$ cat src/rtl/sysarr_ps_buffer.sv
// sysarr_ps_buffer
// Partial-sum row buffer between the systolic array output edge and the
// result write-back path. Whole rows of N elements are accepted through a
// valid/ready handshake into a circular store of DEPTH slots and drained
// either one element per beat (serial mode) or one full row per beat (row
// mode).
//
// Ports:
//   clk, rst        clock (rising edge), asynchronous active-high reset
//   flush           synchronous clear of all buffered rows
//   in_valid/ready  row input handshake, in_row carries N elements
//   row_mode        0 = serial element drain, 1 = whole-row drain
//   out_valid/ready output beat handshake
//   out_data        head row (row mode) or current element in the low WIDTH bits
//   out_last        beat completes the head row
//   out_col         element index presented in serial mode, 0 otherwise
//   count/full/empty occupancy, a partially drained head row still counts
module sysarr_ps_buffer #(
  parameter int N     = 4,
  parameter int WIDTH = 16,
  parameter int DEPTH = 2,
  localparam int CW   = (N > 1) ? $clog2(N) : 1,
  localparam int PW   = (DEPTH > 1) ? $clog2(DEPTH) : 1,
  localparam int NW   = $clog2(DEPTH + 1),
  localparam int DW   = N * WIDTH
) (
  input  logic          clk,
  input  logic          rst,
  input  logic          flush,
  input  logic          in_valid,
  output logic          in_ready,
  input  logic [DW-1:0] in_row,
  input  logic          row_mode,
  output logic          out_valid,
  input  logic          out_ready,
  output logic [DW-1:0] out_data,
  output logic          out_last,
  output logic [CW-1:0] out_col,
  output logic [NW-1:0] count,
  output logic          full,
  output logic          empty
);

  localparam logic [CW-1:0] LAST_COL  = CW'(N - 1);
  localparam logic [PW-1:0] LAST_SLOT = PW'(DEPTH - 1);
  localparam logic [NW-1:0] DEPTH_CNT = NW'(DEPTH);

  logic [DW-1:0]    mem_r [DEPTH];
  logic [PW-1:0]    wr_ptr_r;
  logic [PW-1:0]    rd_ptr_r;
  logic [NW-1:0]    count_r;
  logic [CW-1:0]    col_r;
  logic             mode_q_r;

  logic             full_s;
  logic             empty_s;
  logic             eff_mode_s;
  logic             push_s;
  logic             beat_s;
  logic             pop_s;
  logic [DW-1:0]    head_row_s;
  logic [WIDTH-1:0] elem_s [N];

  assign head_row_s = mem_r[rd_ptr_r];

  for (genvar k = 0; k < N; k++) begin : g_elem
    assign elem_s[k] = head_row_s[k*WIDTH +: WIDTH];
  end

  // Handshake decode; the drain mode may only change on a row boundary.
  always_comb begin
    full_s  = (count_r == DEPTH_CNT);
    empty_s = (count_r == {NW{1'b0}});
    if (col_r == {CW{1'b0}}) begin
      eff_mode_s = row_mode;
    end else begin
      eff_mode_s = mode_q_r;
    end
    // Acceptance looks only at registered fullness: no write-through on a pop.
    push_s = in_valid && !full_s;
    beat_s = !empty_s && out_ready;
    pop_s  = beat_s && (eff_mode_s || (col_r == LAST_COL));
  end

  // Output decode from the registered head row and column.
  always_comb begin
    out_data = {DW{1'b0}};
    out_last = 1'b0;
    out_col  = {CW{1'b0}};
    if (empty_s) begin
      out_data = {DW{1'b0}};
    end else if (eff_mode_s) begin
      out_data = head_row_s;
      out_last = 1'b1;
    end else begin
      out_data[WIDTH-1:0] = elem_s[col_r];
      out_last            = (col_r == LAST_COL);
      out_col             = col_r;
    end
  end

  assign in_ready  = !full_s;
  assign out_valid = !empty_s;
  assign count     = count_r;
  assign full      = full_s;
  assign empty     = empty_s;

  // Row storage; a flush drops the row offered in the same cycle.
  always_ff @(posedge clk or posedge rst) begin
    if (rst) begin
      for (int i = 0; i < DEPTH; i++) begin
        mem_r[i] <= {DW{1'b0}};
      end
    end else if (push_s && !flush) begin
      mem_r[wr_ptr_r] <= in_row;
    end
  end

  // Pointers, occupancy and serial column tracking.
  always_ff @(posedge clk or posedge rst) begin
    if (rst) begin
      wr_ptr_r <= {PW{1'b0}};
      rd_ptr_r <= {PW{1'b0}};
      count_r  <= {NW{1'b0}};
      col_r    <= {CW{1'b0}};
    end else if (flush) begin
      wr_ptr_r <= {PW{1'b0}};
      rd_ptr_r <= {PW{1'b0}};
      count_r  <= {NW{1'b0}};
      col_r    <= {CW{1'b0}};
    end else begin
      if (push_s) begin
        wr_ptr_r <= (wr_ptr_r == LAST_SLOT) ? {PW{1'b0}} : wr_ptr_r + PW'(1);
      end
      if (pop_s) begin
        rd_ptr_r <= (rd_ptr_r == LAST_SLOT) ? {PW{1'b0}} : rd_ptr_r + PW'(1);
      end
      case ({push_s, pop_s})
        2'b10:   count_r <= count_r + NW'(1);
        2'b01:   count_r <= count_r - NW'(1);
        default: count_r <= count_r;
      endcase
      if (pop_s) begin
        col_r <= {CW{1'b0}};
      end else if (beat_s) begin
        col_r <= col_r + CW'(1);
      end
    end
  end

  // Latch the requested mode at every row boundary so it holds mid-row.
  always_ff @(posedge clk or posedge rst) begin
    if (rst) begin
      mode_q_r <= 1'b0;
    end else if (col_r == {CW{1'b0}}) begin
      mode_q_r <= row_mode;
    end
  end

endmodule

$ cat config.mk
export PLATFORM = sky130hd
export DESIGN_NAME = sysarr_ps_buffer
export DESIGN_NICKNAME = d
export VERILOG_FILES = /design/src/rtl/sysarr_ps_buffer.sv
export SDC_FILE = /design/constraint.sdc
export NUM_CORES = 1
export LEC_CHECK = 0
export CORE_UTILIZATION = 50
export DETAILED_ROUTE_END_ITERATION = 10
export GPL_TIMING_DRIVEN = 0
export PLACE_DENSITY = 0.89
export SKIP_CTS_REPAIR_TIMING = 1
export SLEW_MARGIN = 30
export SYNTH_ARGS = -nofsm -noshare
export SYNTH_HDL_FRONTEND = slang
export SYNTH_SLANG_ARGS = --single-unit
$ cat constraint.sdc
create_clock -name clk -period 5.9 [get_ports clk]
set_clock_uncertainty 0.15 [all_clocks]
set_input_delay 0.59 -clock clk [delete_from_list [all_inputs] [get_ports clk]]
set_output_delay 0.59 -clock clk [all_outputs]
set_load 0.03 [all_outputs]
==> results of run 1 <==
[path summary, 6_finish.rpt]
path | to | cells after the start | slack (ns)
setup / recovery | out_data[15] | 8 | 1.64
hold / removal | mem_r[102] | 1 | 0.34
setup reg to reg | count[0] | 8 | 3.42
hold reg to reg | mem_r[102] | 1 | 0.34
max in group asynchronous | mem_r[16] | 3 | 4.43
min in group asynchronous | count[1] | 2 | 0.47
[metrics by stage]
step / setup slack (ns) / total power [uW] / hold WS, ns
floorplan: 1.55 / 1900 / 0.304
CTS: 1.70 / 3380 / 0.347
detailed placement: 2.09 / 2240 / 0.332
finish: 1.64 / 3390 / 0.345
global route: 1.54 / 3520 / 0.370
global placement: 0.0349 / 2180 / 0.316
[report_power, final]
| group | total (uW) | internal (uW) | switching [uW] |
|---|---|---|---|
| clock network | 1140 | 738 | 399 |
| logic | 908 | 459 | 449 |
| registers | 1340 | 1200 | 144 |
[registers in the layout, indices dropped and copies added, names as in the netlist]
signal	cells
mem_r	128
col_r	2
count	2
mode_q_r	1
rd_ptr_r	1
wr_ptr_r	1
[logic make-up after synthesis]
group	share of synthesized area, %
buf+inv	3.72
simple gates	7.98
flops	51.0
mux	32.4
compound gates	4.23
fa+ha+maj	0.378
xor+xnor	0.265
[routing by layer]
| layer | global-route usage [%] | vias up | part of all wire (%) |
|---|---|---|---|
| li1 | - | 2196 | - |
| met1 | 35.7 | 2523 | 41 |
| met3 | 6.80 | 41 | 7.2 |
| met2 | 48.8 | 221 | 49 |
| met4 | 12.4 | 0 | 3.0 |
| met5 | 0 | - | 0 |
[area by class of cell]
type                       instances  area share, %
timing repair buffer             142           16.1
buffer                            38           2.47
clock inverter                    12           1.95
sequential                       135           37.9
multi-input combinational        343           33.6
tap                              172           2.41
clock buffer                      20           5.23
inverter                           7          0.379
[cell usage in the layout (no fill, tap or decap), types with 17 or more instances in the layout]
master	count
and3_1	32
clkbuf_16	17
clkdlybuf4s50_1	141
mux2i_1	33
nor2_1	37
a21oi_1	20
dfrtp_1	135
mux2_2	157
buf_2	17
nand2_1	22
[synthesized netlist by cell type, types with 2 or more instances]
cell type | instances | share of area (%)
buf_6 | 7 | 1.2
mux2i_1 | 33 | 5.0
nand2_1 | 22 | 1.2
ha_1 | 2 | 0.38
mux2_2 | 157 | 27
buf_2 | 17 | 1.3
inv_1 | 6 | 0.34
o221ai_1 | 16 | 2.1
and3_1 | 32 | 3.0
a21oi_1 | 20 | 1.5
mux2_1 | 4 | 0.68
o21ai_0 | 2 | 0.15
clkbuf_1 | 13 | 0.74
nor2_1 | 37 | 2.1
xor2_1 | 2 | 0.26
nand4_1 | 2 | 0.19
dfrtp_1 | 135 | 51
==> impl_metrics.json, run 1 <==
{
  "cts_tree": "done",
  "seq_area_um2": 3380,
  "worst-setup-path-type": "reg -> out",
  "overflow": 0,
  "path_cells": "buf_2 > inv_1 > ha_1 > mux2_2 > o21ai_1 > buf_2 > o221ai_1 > clkdlybuf4s50_1",
  "status": "complete, no violations",
  "synthArstFlopShare_pct": 100,
  "via_per_inst": 5.73,
  "tns_ns": 0,
  "grt_pass1_vias": 5248,
  "syn_area_um2": 6620,
  "placed_cell_area_um2": 8280,
  "gp_congestion": 0.838,
  "drc": 0,
  "total_leakage_power_uw": 0.00374,
  "setup_viol": 0,
  "cpPeakStageDelay_ns": 0.66,
  "fmax_mhz": 235,
  "die_area_um2": 13700,
  "ant_nets": 0,
  "h-tree-depth": 4,
  "holdCritStartpoint": "mem_r[102]",
  "syn_nets": 595,
  "finalNonFillerCells": 869,
  "cts.sinks": 135,
  "nets": 756,
  "core.rowCount": 41,
  "crit_path_max_fanout": 10,
  "max_slew_margin_pct": 49.5,
  "r2r-start": "col_r[1]",
  "rsz0062_at_grt": "false",
  "arrival_ns": 3.52,
  "cts-root-buf": "clkbuf_16",
  "io_buffers": 141,
  "startpoint_type": "flop",
  "pin_count": 143,
  "synth-seq-cells": 135,
  "wl_per_cell_um": 21.2,
  "routed_wl_um": 18400,
  "fin_crit_ns": 4.26,
  "grt_pass1_wl_um": 28400,
  "synth_warnings": 0,
  "finalHoldViolCount": 0,
  "ys_seq_area_share_pct": 51.0,
  "fillCellCount": 867,
  "p_per_area_nw_per_um2": 380,
  "tightest_slew_ns": 0.755,
  "clock_path_buffers": 2,
  "critPathTopFamily": "buffers and inverters",
  "crit_path_frequent_cell": "buf_2",
  "endpoint_kind": "output pin",
  "hpwl_um": 13600,
  "slew_violations": 0,
  "yosysUniqueCellTypes": 33,
  "cap_violations": 0,
  "antenna_found_initial": 0,
  "final_core_util_pct": 69.8,
  "drt_iter0_markers": 406,
  "startpoint": "col_r[1]",
  "post-route-period-util_pct": 72.2,
  "crit_buf_inv": 4,
  "worstHoldPathType": "reg -> reg",
  "drtPass1Iterations": 4,
  "cp_data_required_time_ns": 5.16,
  "initial_core_util_pct": 51.8,
  "synthesis.instances": 523,
  "n_antenna_cell": 0,
  "die_x_um": 117,
  "synth_edf_count": 0,
  "multiInputGateArea_um2": 2990,
  "die_y_um": 117,
  "ir_drop_v": 0.000162,
  "coreArea_um2": 12800,
  "slowest_stage": "clkdlybuf4s50_1",
  "vias": 4981,
  "cts_made_buffers": 17,
  "ys.flop_type": "dfrtp_1",
  "gr-usage-all-layers_pct": 28.9,
  "dp.cells": 837,
  "grt_max_degree": 69,
  "drive_gt1_share_pct": 31.9,
  "area_growth_pct": 34.8,
  "clock_latency_ns": 0.42,
  "final_cell_area_um2": 8920,
  "clkSlewWorstSetupHoldPaths_ns": 0.06,
  "synth_area_per_cell_um2": 12.7
}
No activity file was read; power rests on OpenSTA's default activity.
==> inputs of run 2 (changes only) <==
- CORE_UTILIZATION: 50 -> 46
- PLACE_DENSITY: 0.89 -> 0.86
- clock period: 5.9 -> 3.7 ns (I/O delays scaled with it)
==> run 2 against run 1 <==
Effect of this change: critical path depth rose by 1; worst hold slack got worse by 0.20 ns; global-route usage decreased by 2.0 points; setup slack got worse by 1.5 ns; design area rose by 1.2%; sequential cell count is the same; non-clock buffer count rose by 6; register-to-register slack worse by 2.1 ns; die area rose by 8.5%; clock power up 50%; sequential power is 59% higher; count of clock-buffer cells in the layout is 4 higher; largest power group unchanged.
==> impl_metrics.json, run 2 (synthesis gave the netlist of run 1 again) <==
{
  "die_area_um2": 14900,
  "critPathTopFamily": "buffers and inverters",
  "gr-usage-all-layers_pct": 26.9,
  "crit_path_max_fanout": 10,
  "crit_buf_inv": 5,
  "worstHoldPathType": "in -> async",
  "vias": 5063,
  "finalHoldViolCount": 0,
  "clock_path_buffers": 2,
  "fin_crit_ns": 3.58,
  "nets": 762,
  "initial_core_util_pct": 47.5,
  "cts_tree": "done",
  "die_x_um": 122,
  "cpPeakStageDelay_ns": 0.39,
  "final_core_util_pct": 64.8,
  "worst-setup-path-type": "reg -> out",
  "layout_common_cells": "157 x mux2_2, 135 x dfrtp_1, 113 x clkdlybuf4s50_1",
  "cap_violations": 0,
  "rrSetupSlack_ns": 1.34,
  "crit_path_frequent_cell": "buf_2",
  "cts_made_buffers": 17,
  "status": "complete, no violations",
  "drive_gt1_share_pct": 33.3,
  "drc": 0,
  "cp_data_required_time_ns": 3.18,
  "tns_ns": 0,
  "n_antenna_cell": 0,
  "wl_per_cell_um": 21.3,
  "cts-root-buf": "clkbuf_16",
  "grt_pass1_wl_um": 29100,
  "h-tree-depth": 4,
  "arrival_ns": 3.06,
  "largest_reg_flops": 128,
  "cts.sinks": 135,
  "placed_cell_area_um2": 8340,
  "grt_max_degree": 33,
  "pin_count": 143,
  "path_cells": "buf_2 > inv_1 > ha_1 > mux2_2 > or3_1 > buf_2 > buf_6 > o221ai_1 > dlymetal6s2s_1",
  "grt_pass1_vias": 5281,
  "ff2ff_path_depth": 8,
  "coreArea_um2": 13900,
  "largest_register": "mem_r",
  "die_y_um": 122,
  "seq_area_um2": 3380,
  "endpoint_kind": "output pin",
  "tightest_slew_ns": 0.765,
  "r2r-start": "col_r[1]",
  "area_growth_pct": 36.4,
  "p_per_area_nw_per_um2": 585,
  "drtPass1Iterations": 5,
  "rsz0062_at_grt": "false",
  "layout_commonest_cell": "mux2_2",
  "final_cell_area_um2": 9030,
  "core.rowCount": 43,
  "routed_wl_um": 18800,
  "gp_congestion": 0.891,
  "max_slew_margin_pct": 48.9,
  "multiInputGateArea_um2": 3000,
  "total_leakage_power_uw": 0.00423,
  "via_per_inst": 5.73,
  "worst_r2r_endpoint": "count[0]",
  "ant_nets": 0,
  "setup_viol": 0,
  "slowest_stage": "mux2_2",
  "startpoint_type": "flop",
  "fillCellCount": 1014,
  "clkSlewWorstSetupHoldPaths_ns": 0.06,
  "slew_violations": 0,
  "drt_iter0_markers": 309,
  "hpwl_um": 14000,
  "io_buffers": 141,
  "clock_latency_ns": 0.42,
  "antenna_found_initial": 0,
  "fmax_mhz": 279,
  "post-route-period-util_pct": 96.8,
  "overflow": 0,
  "ir_drop_v": 0.000379
}
run 2: changes by cell type in the layout (fill, tap and decap cells not counted), moves of 2 or more:
cell	before	now
clkbuf_2	0	6
clkinv_2	3	5
clkbuf_8	3	6
clkdlybuf4s50_1	141	113
bufinv_16	4	2
buf_4	1	4
clkbuf_1	13	10
buf_12	0	4
dlymetal6s2s_1	0	26
clkinvlp_4	4	2
run 2: worst max path at each step:
stage | from | end | slack, ns | cells after the start
final | col_r[1] | out_data[14] | 0.12 | 9
after floorplan | col_r[1] | out_data[10] | 0.86 | 8
after global placement | col_r[1] | out_data[7] | 0.23 | 8
after global routing | col_r[1] | out_data[9] | 0.01 | 9
after CTS | col_r[1] | out_data[6] | -0.31 | 8
after detailed placement | col_r[1] | out_data[6] | 0.18 | 9
run 2: routing by layer:
layer / share of wire (%) / track usage, % / wire, um / up-vias
li1: - / - / - / 2221
met1: 40 / 34.4 / 7620 / 2564
met2: 49 / 44.2 / 9290 / 249
met3: 8.0 / 5.95 / 1510 / 29
met4: 2.2 / 11.3 / 410 / 0
met5: 0 / 0 / 0 / -
run 2: per-stage QoR:
| step | cells | hold slack (ns) | total power (uW) | worst slack [ns] |
|---|---|---|---|---|
| 2_1_floorplan | 523 | 0.304 | 3020 | 0.861 |
| 3_3_place_gp | 844 | 0.316 | 3480 | 0.233 |
| 3_5_place_dp | 848 | 0.329 | 3580 | 0.180 |
| 4_1_cts | 880 | 0.145 | 5300 | -0.306 |
| 5_1_grt | 883 | 0.165 | 5510 | 0.0149 |
| 6_report | 883 | 0.145 | 5280 | 0.117 |
run 2: final cells by class:
class,instances,share of cell area [%]
clock buffers,24,5.67
repair buffers,148,17.4
multi-input cells,343,33.2
flip-flops and latches,135,37.4
plain buffers,38,2.49
well taps,180,2.49
clock inverters,8,1.03
inverters,7,0.333
run 2: power by group:
| part | switching (uW) | internal [uW] |
|---|---|---|
| combinational | 718 | 730 |
| clock | 615 | 1090 |
| sequential | 221 | 1910 |
| total | 1550 | 3730 |
run 2: worst reg2reg max path, delay by kind of cell (launching register included):
family                   cells  cell delay, ns
adder cells (fa/ha/maj)      1            0.19
multiplexers                 1            0.39
buffers and inverters        3            0.54
flip-flops                   1            0.38
AND/OR/NAND/NOR              1            0.30
AO/OA/AOI/OAI                2            0.27
==> inputs of run 3 (changes only) <==
- CTS_CLUSTER_DIAMETER: not set -> 80
- MAX_ROUTING_LAYER: not set -> met4
==> run 3 against run 2 <==
Effect of this change: total power barely moved; largest power group unchanged; register-to-register slack barely moved; routed wire length rose by 0.32%; first-iteration DRC count rose by 24%; global-route usage rose by 0.83 points; critical path type unchanged; setup slack got worse by 0.0036 ns; count of clock-buffer cells in the layout did not move.
==> impl_metrics.json, run 3 (synthesis gave the netlist of run 1 again) <==
{
  "p_per_area_nw_per_um2": 585,
  "cts_tree": "done",
  "met1_usage_pct": 34.1,
  "status": "complete, no violations",
  "slew_violations": 0,
  "die_x_um": 122,
  "p_int_uw": 3730,
  "h-tree-depth": 4,
  "largest_register": "mem_r",
  "worstHoldPathType": "in -> async",
  "routed_wl_um": 18900,
  "largest_reg_flops": 128,
  "post-route-period-util_pct": 96.9,
  "ff2ff_path_depth": 8,
  "initial_core_util_pct": 47.5,
  "fin_crit_ns": 3.59,
  "crit_path_max_fanout": 10,
  "n_antenna_cell": 0,
  "coreArea_um2": 13900,
  "gr-usage-all-layers_pct": 27.8,
  "setup_viol": 0,
  "clock_path_buffers": 2,
  "slowest_stage": "mux2_2",
  "rsz0062_at_grt": "false",
  "overflow": 0,
  "arrival_ns": 3.07,
  "total_leakage_power_uw": 0.00423,
  "switchingPower_uw": 1560,
  "grt_busiest_layer": "met2",
  "io_buffers": 141,
  "cts.sinks": 135,
  "endpoint_kind": "output pin",
  "multiInputGateArea_um2": 3000,
  "drt_iter0_markers": 382,
  "pin_count": 143,
  "fillCellCount": 1014,
  "drive_gt1_share_pct": 33.3,
  "clkSlewWorstSetupHoldPaths_ns": 0.05,
  "drtPass1Iterations": 5,
  "grt_max_degree": 33,
  "final_core_util_pct": 64.8,
  "switching_share_pct": 29.4,
  "cp_data_required_time_ns": 3.18,
  "pwr-share-seq_pct": 40.3,
  "rrSetupSlack_ns": 1.33,
  "layout_commonest_cell": "mux2_2",
  "grt_pass1_vias": 5284,
  "startpoint_type": "flop",
  "worst_r2r_endpoint": "count[0]",
  "r2r-start": "col_r[1]",
  "max_slew_margin_pct": 50.1,
  "cap_violations": 0,
  "die_y_um": 122,
  "gp_congestion": 0.906,
  "grt_use_met2_pct": 44.4,
  "worst_slack_ns": 0.113,
  "cts_made_buffers": 17,
  "cpPeakStageDelay_ns": 0.39,
  "finalHoldViolCount": 0,
  "core.rowCount": 43,
  "seq_area_um2": 3380,
  "crit_path_frequent_cell": "buf_2",
  "layout_common_cells": "157 x mux2_2, 135 x dfrtp_1, 113 x clkdlybuf4s50_1",
  "antenna_found_initial": 0,
  "grt_pass1_wl_um": 29100,
  "via_per_inst": 5.77,
  "p_comb_share_pct": 27.4,
  "wl_per_cell_um": 21.4,
  "dp_slack_ns": 0.180,
  "path_cells": "buf_2 > inv_1 > ha_1 > mux2_2 > or3_1 > buf_2 > buf_6 > o221ai_1 > dlymetal6s2s_1",
  "area_growth_pct": 36.4,
  "nets": 762,
  "vias": 5095,
  "drc": 0,
  "clock_power_share_pct": 32.3,
  "cts-root-buf": "clkbuf_16",
  "tightest_slew_ns": 0.746,
  "ir_drop_v": 0.000383,
  "ant_nets": 0,
  "fmax_mhz": 279,
  "hpwl_um": 14000,
  "die_area_um2": 14900,
  "met3_usage_pct": 6.79,
  "worst-setup-path-type": "reg -> out",
  "clock_latency_ns": 0.43
}
-- run 3: cell counts in the layout (fill, tap and decap cells not counted) --
Identical to the previous run, type by type.
-- run 3: worst max path at each step --
stage | startpoint | end
after detailed placement | col_r[1] | out_data[6]
after global routing | col_r[1] | out_data[9]
final | col_r[1] | out_data[9]
after global placement | col_r[1] | out_data[7]
after CTS | col_r[1] | out_data[6]
after floorplan | col_r[1] | out_data[10]
-- run 3: layer usage --
metal / wire, um / part of all wire, %
met3: 1420 / 7.5
met1: 7750 / 41
met5: 0 / 0
met2: 9300 / 49
met4: 420 / 2.2
-- run 3: area by class of cell --
type                       instances  area share [%]
tap                              180            2.49
clock inverter                     8            1.03
multi-input combinational        343            33.2
sequential                       135            37.4
clock buffer                      24            5.67
buffer                            38            2.49
inverter                           7           0.333
timing repair buffer             148            17.4
-- run 3: stage by stage --
stage                     TNS [ns]  total power [uW]  cell area (um^2)  hold slack (ns)  cells
after floorplan                  0              3020              6620            0.304    523
after global placement           0              3480              8260            0.316    844
after detailed placement         0              3580              8340            0.329    848
after CTS                    -5.33              5300              8940            0.145    880
after global routing             0              5510              9030            0.157    883
final                            0              5290              9030            0.140    883
-- run 3: worst max-delay path: cells and delay by family, from the launching register on --
family,cells,cell delay (ns)
AND/OR/NAND/NOR,1,0.37
multiplexers,1,0.39
AO/OA/AOI/OAI,1,0.26
flip-flops,1,0.38
buffers and inverters,5,1.04
adder cells (fa/ha/maj),1,0.19
-- run 3: power groups by stage --
stage | Combinational, uW | Clock, uW | Sequential [uW]
finish | 1450 | 1710 | 2130
global route | 1530 | 1800 | 2180
CTS | 1450 | 1720 | 2120
detailed placement | 1440 | 0 | 2140
global placement | 1380 | 0 | 2100
floorplan | 951 | 0 | 2070
